$ cat config.mk
export PLATFORM = sky130hd
export DESIGN_NAME = load_align_unit
export DESIGN_NICKNAME = d
export VERILOG_FILES = /design/src/rtl/load_align_unit.sv
export SDC_FILE = /design/constraint.sdc
export NUM_CORES = 1
export LEC_CHECK = 0
export CAP_MARGIN = 20
export CORE_MARGIN = 2
export CORE_UTILIZATION = 50
export CTS_BUF_LIST = sky130_fd_sc_hd__clkbuf_4 sky130_fd_sc_hd__clkbuf_8 sky130_fd_sc_hd__clkbuf_16
export CTS_CLUSTER_DIAMETER = 30
export DETAILED_ROUTE_END_ITERATION = 16
export PLACE_DENSITY = 0.85
export SETUP_SLACK_MARGIN = 0.4
export SLEW_MARGIN = 40
export SYNTH_ARGS = -nofsm -noshare
export SYNTH_HDL_FRONTEND = slang
export SYNTH_SLANG_ARGS = --single-unit
$ cat constraint.sdc
create_clock -name clk -period 2.4 [get_ports clk]
set_input_delay 0.24 -clock clk [delete_from_list [all_inputs] [get_ports clk]]
set_output_delay 0.24 -clock clk [all_outputs]
set_load 0.01 [all_outputs]
$ cat src/rtl/load_align_unit.sv
// Load data alignment unit: tracks one outstanding data-memory read, extracts and
// extends the addressed byte/half/word. Optional macro: LOAD_MISALIGN_TRAP_EN.
module load_align_unit #(
  parameter int unsigned MAX_WAIT = 8
) (
  input  logic        clk,
  input  logic        rst_n,
  input  logic        req_valid,
  output logic        req_ready,
  input  logic [2:0]  load_sel,
  input  logic [1:0]  addr_lo,
  input  logic [4:0]  rd_addr,
  input  logic        dmem_rvalid,
  input  logic [31:0] dmem_rdata,
  output logic        wb_valid,
  output logic [4:0]  wb_rd,
  output logic [31:0] wb_data,
  output logic        stall,
  output logic        load_err
);

  typedef enum logic [1:0] {
    IDLE = 2'd0,
    WAIT = 2'd1,
    ERR  = 2'd2
  } state_t;

  localparam logic [7:0] LAST_WAIT = 8'(MAX_WAIT - 1);

  state_t      state, state_nx;
  logic [7:0]  cnt_q, cnt_nx;
  logic [2:0]  sel_q;
  logic [1:0]  addr_q;
  logic [4:0]  rd_q;
  logic        accept;
  logic        illegal;
  logic        misalign;
  logic        resp_take;
  logic [15:0] half_v;
  logic [7:0]  byte_v;
  logic [31:0] ext_data;

  assign req_ready = rst_n && (state == IDLE);
  assign accept    = req_valid && req_ready;
  assign stall     = (state != IDLE);
  assign resp_take = (state == WAIT) && dmem_rvalid;
  assign illegal   = (load_sel == 3'b011) || (load_sel[2:1] == 2'b11);

`ifdef LOAD_MISALIGN_TRAP_EN
  always_comb begin
    misalign = 1'b0;
    case (load_sel[1:0])
      2'b01:   misalign = addr_lo[0];
      2'b10:   misalign = |addr_lo;
      default: misalign = 1'b0;
    endcase
  end
`else
  assign misalign = 1'b0;
`endif

  always_comb begin
    state_nx = state;
    cnt_nx   = cnt_q;
    case (state)
      IDLE: begin
        if (accept) begin
          cnt_nx   = '0;
          state_nx = (illegal || misalign) ? ERR : WAIT;
        end
      end
      WAIT: begin
        // A response on the last allowed cycle takes priority over the timeout.
        if (dmem_rvalid) begin
          state_nx = IDLE;
        end else if (cnt_q == LAST_WAIT) begin
          state_nx = ERR;
        end else begin
          cnt_nx = cnt_q + 8'd1;
        end
      end
      ERR:     state_nx = IDLE;
      default: state_nx = IDLE;
    endcase
  end

  // Half extraction for addr 11 yields the top byte zero-padded, as a right shift would.
  always_comb begin
    half_v = '0;
    case (addr_q)
      2'd0: half_v = dmem_rdata[15:0];
      2'd1: half_v = dmem_rdata[23:8];
      2'd2: half_v = dmem_rdata[31:16];
      2'd3: half_v = {8'h00, dmem_rdata[31:24]};
      default: half_v = '0;
    endcase
  end

  assign byte_v = half_v[7:0];

  always_comb begin
    ext_data = dmem_rdata;
    case (sel_q)
      3'b000:  ext_data = {{24{byte_v[7]}}, byte_v};
      3'b001:  ext_data = {{16{half_v[15]}}, half_v};
      3'b100:  ext_data = {24'h000000, byte_v};
      3'b101:  ext_data = {16'h0000, half_v};
      default: ext_data = dmem_rdata;
    endcase
  end

  always_ff @(posedge clk) begin
    if (!rst_n) begin
      state    <= IDLE;
      cnt_q    <= '0;
      sel_q    <= '0;
      addr_q   <= '0;
      rd_q     <= '0;
      wb_valid <= 1'b0;
      load_err <= 1'b0;
      wb_data  <= '0;
      wb_rd    <= '0;
    end else begin
      state    <= state_nx;
      cnt_q    <= cnt_nx;
      wb_valid <= resp_take;
      load_err <= (state != ERR) && (state_nx == ERR);
      if (accept) begin
        sel_q  <= load_sel;
        addr_q <= addr_lo;
        rd_q   <= rd_addr;
      end
      if (resp_take) begin
        wb_data <= ext_data;
        wb_rd   <= rd_q;
      end
    end
  end

endmodule

# ---- Yosys cells after proc, flatten, opt, wreduce, memory -nomap -nowiden
# Index checks and enable logic that the tools add are counted.
dict set report word_totals {
  reg_bits 59
  out_inout_bits 41
}
dict set report classes {
  add_sub_neg 1
  eq_ne 15
  n_mux 11
  reduce_logical 11
}
# op n
set op_table {}
lappend op_table {{case mux 32 bit (4 select lines)} 1}
lappend op_table {{case mux 16 bit (4 select lines)} 1}
lappend op_table {{2-to-1 mux 8 bit} 3}
lappend op_table {{case mux 8 bit (2 select lines)} 1}
lappend op_table {{adder 8 x 1 -> 8 bit (second input constant)} 1}
lappend op_table {{equality test 2 bit (second input constant)} 4}
lappend op_table {{equality test 8 x 3 -> 1 bit (second input constant)} 1}
lappend op_table {{2-to-1 mux 2 bit} 4}
lappend op_table {{!= test 2 bit (second input constant)} 4}
lappend op_table {{equality test 3 bit (second input constant)} 2}
lappend op_table {{equality test 2 x 1 -> 1 bit (second input constant)} 2}
lappend op_table {{logical AND 1 bit} 4}
lappend op_table {{zero test 2 bit} 2}
lappend op_table {{case mux 2 bit (2 select lines)} 1}
lappend op_table {{AND reduction 4 bit} 1}
lappend op_table {{nonzero test 2 bit} 2}
lappend op_table {{equality test 3 x 1 -> 1 bit (second input constant)} 1}
lappend op_table {{equality test 3 x 2 -> 1 bit (second input constant)} 1}
lappend op_table {{zero test 3 bit} 1}
lappend op_table {{logical OR 1 bit} 1}

# ---- Longest topological paths before layout
# Gate-level depths: netlist (run 1).
dict set report logic_depth {
  word_depth 7
  ltp_mapped 6
  mapped_depth_nobuf 5
}

# ---- Worst setup path before layout (run 1)
# No wires, ideal clock.
dict set report synth_timing {
  path_type {flip-flop to flip-flop}
  startpoint {reg addr_q[1]}
  endpoint {reg wb_data[10]}
  arrival_time_ns 1.495
  required_time_ns 2.282
  setup_slack_ns 0.788
  path_stages_with_launch 5
  n_path_buf 0
  synth_period_minus_slack_ns 1.612
  cell_sequence {dfxtp_1 > mux4_2 > a211oi_4 > o21ai_1 > o2111a_1}
}
dict set report synth_between {
  elab_chain_cells 3
}
# item line
set synth_lines {}
lappend synth_lines {{start: declaration} 33} ;# logic [1:0] addr_q;
lappend synth_lines {{start signal: assignment} 130} ;# addr_q <= addr_lo;
lappend synth_lines {{equality test 2 bit, or another cell as far along} 90} ;# case (addr_q)
lappend synth_lines {{case mux 16 bit (4 select lines) (*)} 90}
lappend synth_lines {{case mux 32 bit (4 select lines) (*)} 103} ;# case (sel_q)
lappend synth_lines {{end signal: assignment} 134} ;# wb_data <= ext_data;
lappend synth_lines {{end: declaration} 17} ;# output logic [31:0] wb_data,
# Every way passes the cells marked *; elsewhere a longest branch is shown, timed or not.
# A chain may end at the register's enable or synchronous reset.

# ---- Worst setup path in the final report (run 1)
dict set report layout_timing {
  startpoint {reg addr_q[1]}
  endpoint {reg wb_data[29]}
}
# Same word-level chain as after synthesis.

==> impl_metrics.ini, run 1 <==
[critical_path]
critPathTopFamily = compound AO/OA/AOI/OAI gates
crit_slowest_cell = nand2b_1
cpPeakStageDelay_ns = 0.40
cp_cell_sequence = buf_4 > nand2b_1 > a2bb2oi_1 > a31oi_4 > buf_12 > a21oi_1
crit_buf_inv = 2
end_kind = flip-flop
cp.arrival_ns = 2.11
worstPathMaxFanout = 23
r2r_slack_ns = 0.56
cp-start-kind = flip-flop
critical_path_required_ns = 2.67
crit_type = flip-flop to flip-flop

[synthesis]
synth_ff_type = dfxtp_1
synth_top_family_by_area = compound AO/OA/AOI/OAI gates
synth_top_cell_area_share_pct = 42.2
ys_ff_latch = 59
postSynthCellCount = 311
ys_types = 51
synth_compound_area_share_pct = 29.6
yosys.area.top_type = dfxtp_1
synthMuxAreaShare_pct = 7.32
syn-cell-area_um2 = 2800
yosysMostFrequentCell = dfxtp_1
synth_area_per_cell_um2 = 9.01
yosys-top-cells-area = dfxtp_1 42%, a21oi_1 5.9%, mux2i_1 5.7%, nand2_1 5.6%, a2bb2oi_1 4.7%
synthArstFlopShare_pct = 0
ys_warn_count = 0
synth-simple-area-share_pct = 14.8
synth_common_cells = 59 x dfxtp_1, 42 x nand2_1, 33 x a21oi_1
synth_nets = 358
synth_xor_area_share_pct = 1.25
synthAdderAreaFrac_pct = 0.447
synth_edf_count = 0
ys_seq_area_share_pct = 42.2

[status]
status = finished, final reports clean

[power_and_ir_drop]
p_comb_share_pct = 15.5
p_sw_uw = 586
peakVddDrop_uv = 352
p_int_uw = 1710
power_leakage_uw = 0.00138
power_density_nw_per_um2 = 583
switching_share_pct = 25.5
seq_power_share_pct = 45.1
clockPowerShare_pct = 39.4

[place]
dpl.cell_count = 454
hpwl_mm = 5.48
place_congestion = 0.891
port_buffers = 86

[clock_tree]
cts_tree = built
cts_root_buf = clkbuf_8
clk_pin_slew_ns = 0.07
clockBufferDepth = 2
cts_hold_buf = 0
htree_levels = 3
cts_sinks = 59
worstSkewPairLatency_ns = 0.34
cts_made_buffers = 9

[floorplan]
die_h_um = 78.9
placement_rows = 27
die_w_um = 78.9
initial_core_util_pct = 51.2
fp.dieArea_um2 = 6220
core-area_um2 = 5470
ios = 87

[global_route]
antenna_found_initial = 0
grt_max_degree = 37
grt_pass1_wl_mm = 12.5
grt_pass1_vias = 2547
track_usage_pct = 25.5
grt_overflow = 0

[route]
drt_iter0_drc = 207
wl_per_cell_um = 16.6
ant_nets = 0
via_per_inst = 5.81
first_pass_iters = 5
dr_total_vias = 2736
wl_mm = 7.80
drc = 0

[sta]
finalSetupViolCount = 0
worst_slew_pin_slew_ns = 0.709
slew_violations = 0
slew_headroom_pct = 52.6
period_share_pct = 76.6
max_freq_ghz = 0.544
hold_viol = 0
tns_ns = 0
period_needed_ns = 1.84
skew_ns = 0.00958
grt_setup_unrepaired = false

[finish]
fin_cells = 471
diodes = 0
area_growth_pct = 40.6
final_util_pct = 72.0
drive_gt1_share_pct = 8.52
fin_nets = 441

[run]
cap_violations = 0

[min_path]
worstHoldPathType = flip-flop to flip-flop
==> per-stage QoR <==
step,power [uW],setup WS [ns],instance area [um2],hold WS [ns]
global placement,1400,0.353,3720,0.442
detailed placement,1410,0.240,3720,0.446
floorplan,1230,0.788,2800,0.373
global route,2380,0.443,3940,0.470
finish,2300,0.562,3940,0.454
CTS,2300,0.450,3920,0.455
==> worst reg2reg max path: cells and delay by family (launching register included) <==
kind,cells,cell delay (ns)
AOI/OAI and AO/OA,3,0.59
buffers and inverters,2,0.45
and+or+nand+nor,1,0.40
DFF,1,0.35
==> flip-flops by register name, indices dropped and copies added (netlist names) <==
name and cells:
wb_data 32, cnt_q 8, rd_q 5, wb_rd 5, sel_q 3, addr_q 2, state 2, load_err 1
wb_valid 1
==> timing repair <==
action,CTS,global route
buffers inserted,0,1
endpoints found under the setup margin,0,17
gates resized for setup,0,2
==> layout make-up <==
type	count	area (um2)
Clock buffer	11	145
Clock inverter	5	52.6
Fill cell	435	1530
Inverter	4	15.0
Multi-Input combinational cell	223	1500
Sequential cell	59	1180
Tap cell	72	90.1
Timing Repair Buffer	97	958
==> path summary, 6_finish.rpt <==
path / to / cells after the start / from
max: wb_data[29]$_SDFFE_PN0P_ / 6 / addr_q[1]$_SDFFE_PN0N_
min: wb_rd[2]$_SDFFE_PN0P_ / 2 / wb_rd[2]$_SDFFE_PN0P_
max reg2reg: wb_data[29]$_SDFFE_PN0P_ / 6 / addr_q[1]$_SDFFE_PN0N_
min reg2reg: wb_rd[2]$_SDFFE_PN0P_ / 2 / wb_rd[2]$_SDFFE_PN0P_
==> cell usage in the layout, fill, tap and decap left out, drive strengths merged, types with 8 or more instances in the layout <==
cell and instances:
a21oi 33, a22o 10, buf 11, mux2i 16, dfxtp 59, clkdlybuf4s50 85, clkbuf 11, nor2 9
nand3b 10, nand2 42, o221ai 8, o21ai 25, a2bb2oi 15
==> layer usage <==
layer	GRT usage [%]	up-vias	wire length (um)
met5	0	-	0
met4	9.31	0	117
met3	5.00	11	467
met2	39.9	102	3660
met1	35.2	1297	3550
li1	-	1326	-
==> kinds of logic (layout without fill, tap and decap cells) <==
family	after synthesis	after routing
XOR/XNOR	4	4
buffers and inverters	29	117
AND/OR/NAND/NOR	82	82
multiplexers	19	19
AO/OA/AOI/OAI	117	117
adder cells (fa/ha/maj)	1	1
flip-flops	59	59
==> power by group through the flow <==
stage                     clock network [uW]  logic, uW  registers [uW]
after floorplan                            0        177            1060
after global placement                     0        342            1060
after detailed placement                   0        348            1060
after CTS                                912        350            1040
after global routing                     958        383            1040
final                                    905        355            1040
(Power assumes the default switching activity.)
==> run 2: changes to the inputs <==
CORE_UTILIZATION = 47   (was 50)
PLACE_DENSITY = 0.81   (was 0.85)
clock period = 1.9 ns   (was 2.4 ns; I/O delays follow)
==> run 2 against run 1 <==
Against the previous run: utilization increased by 2.2 points; cell count increased by 4.5%; largest cell class unchanged; routed wire length up 15%; total power grew 34%.
==> impl_metrics.ini, run 2 (synthesis results as in run 1) <==
[status]
status = finished, final reports clean

[run]
cap_violations = 0

[clock_tree]
clockBufferDepth = 2
cts_sinks = 59
htree_levels = 3
clk_pin_slew_ns = 0.06
worstSkewPairLatency_ns = 0.35
cts_tree = built
cts_made_buffers = 9
cts_root_buf = clkbuf_8

[global_route]
grt_max_degree = 41
grt_overflow = 0
met2_usage_pct = 41.8
met3_usage_pct = 3.89
use_met1_pct = 36.6
grt_busiest_layer = met2
grt_pass1_wl_mm = 13.3
antenna_found_initial = 0
track_usage_pct = 26.9
grt_pass1_vias = 2625

[route]
dr_total_vias = 2946
wl_per_cell_um = 18.2
first_pass_iters = 5
wl_mm = 8.95
via_per_inst = 5.99
ant_nets = 0
drc = 0
drt_iter0_drc = 236

[sta]
hold_viol = 0
period_needed_ns = 1.64
final.setup.worst_slack_ns = 0.264
skew_ns = 0.00605
tns_ns = 0
max_freq_ghz = 0.611
worst_slew_pin_slew_ns = 0.447
slew_violations = 0
slew_headroom_pct = 69.9
finalSetupViolCount = 0
hold-worst-slack_ns = 0.367
period_share_pct = 86.1
grt_setup_unrepaired = true

[floorplan]
core-area_um2 = 5850
placement_rows = 28
die_w_um = 81.2
initial_core_util_pct = 47.9
die_h_um = 81.2
ios = 87
fp.dieArea_um2 = 6590

[place]
place_congestion = 0.853
hpwl_mm = 5.70
place_ws_ns = -0.0171
port_buffers = 86

[min_path]
whs_path_depth = 4
worstHoldPathType = input pin to flip-flop

[power_and_ir_drop]
seq_power_share_pct = 42.4
clockPowerShare_pct = 40.1
p_sw_uw = 770
power_leakage_uw = 0.00152
switching_share_pct = 24.9
p_comb_share_pct = 17.5
p_int_uw = 2320
peakVddDrop_uv = 517
power_density_nw_per_um2 = 711

[finish]
fin_nets = 460
reg_top3 = wb_data (32), cnt_q (8)
area_growth_pct = 54.8
largest_reg_flops = 32
final_common_cell = clkdlybuf4s50_1
final_cell_mix = 82 x clkdlybuf4s50_1, 52 x dfxtp_1, 42 x nand2_1, 22 x buf_4
diodes = 0
regMostFlops = wb_data
drive_gt1_share_pct = 20.9
final_util_pct = 74.1

[critical_path]
end_kind = flip-flop
critPathTopFamily = multiplexers
crit_buf_inv = 1
crit_type = flip-flop to flip-flop
cp-start-kind = flip-flop
cpPeakStageDelay_ns = 0.53
cp.arrival_ns = 1.87
critical_path_required_ns = 2.13
reg2regPathDepth = 5
worstPathMaxFanout = 6
crit_slowest_cell = mux4_2
crit_cells = 5
cp_cell_sequence = mux4_2 > a211oi_4 > buf_6 > o21ai_2 > o2111a_1
## run 2: worst reg2reg max path, stage by stage, from the launching register on
cell and delay [ns]:
dfxtp_2 0.36, mux4_2 0.53, a211oi_4 0.26, buf_6 0.16, o21ai_2 0.06, o2111a_1 0.15
## run 2: final timing paths
kind | from | endpoint | slack, ns
min | dmem_rdata[23] | wb_data[23]$_SDFFE_PN0P_ | 0.37
max | addr_q[1]$_SDFFE_PN0N_ | wb_data[14]$_SDFFE_PN0P_ | 0.26
min reg2reg | wb_rd[3]$_SDFFE_PN0P_ | wb_rd[3]$_SDFFE_PN0P_ | 0.45
max reg2reg | addr_q[1]$_SDFFE_PN0N_ | wb_data[14]$_SDFFE_PN0P_ | 0.26
## run 2: power groups by stage
stage                     logic, uW  clock network [uW]  registers [uW]
after CTS                       482                1230            1310
final                           540                1240            1310
after floorplan                 225                   0            1330
after global placement          462                   0            1330
after global routing            569                1300            1310
after detailed placement        470                   0            1330
## run 2: area by class of cell
class | count | area, um2
Clock buffer | 14 | 186
Sequential cell | 59 | 1190
Clock inverter | 1 | 30.0
Multi-Input combinational cell | 223 | 1660
Inverter | 4 | 15.0
Tap cell | 75 | 93.8
Fill cell | 393 | 1510
Timing Repair Buffer | 116 | 1160
## run 2: per-stage QoR
stage	total power (uW)	cells	cell area [um2]
3_5_place_dp	1800	469	3830
3_3_place_gp	1790	469	3830
6_report	3090	492	4340
2_1_floorplan	1560	311	2810
5_1_grt	3180	492	4340
4_1_cts	3020	487	4120
## run 2: repair_timing
item / CTS / global route
cloned: 0 / 1
gates resized for setup: 15 / 43
endpoints found under the setup margin: 41 / 40
pin swaps: 4 / 6
setup buffers: 3 / 4
hold buffers: 0 / 0
hold endpoints to repair: 0 / 0
## run 2: layer usage
layer,up-vias,routed length (um)
met3,35,618
met5,-,0
li1,1364,-
met4,0,308
met1,1395,3780
met2,152,4250
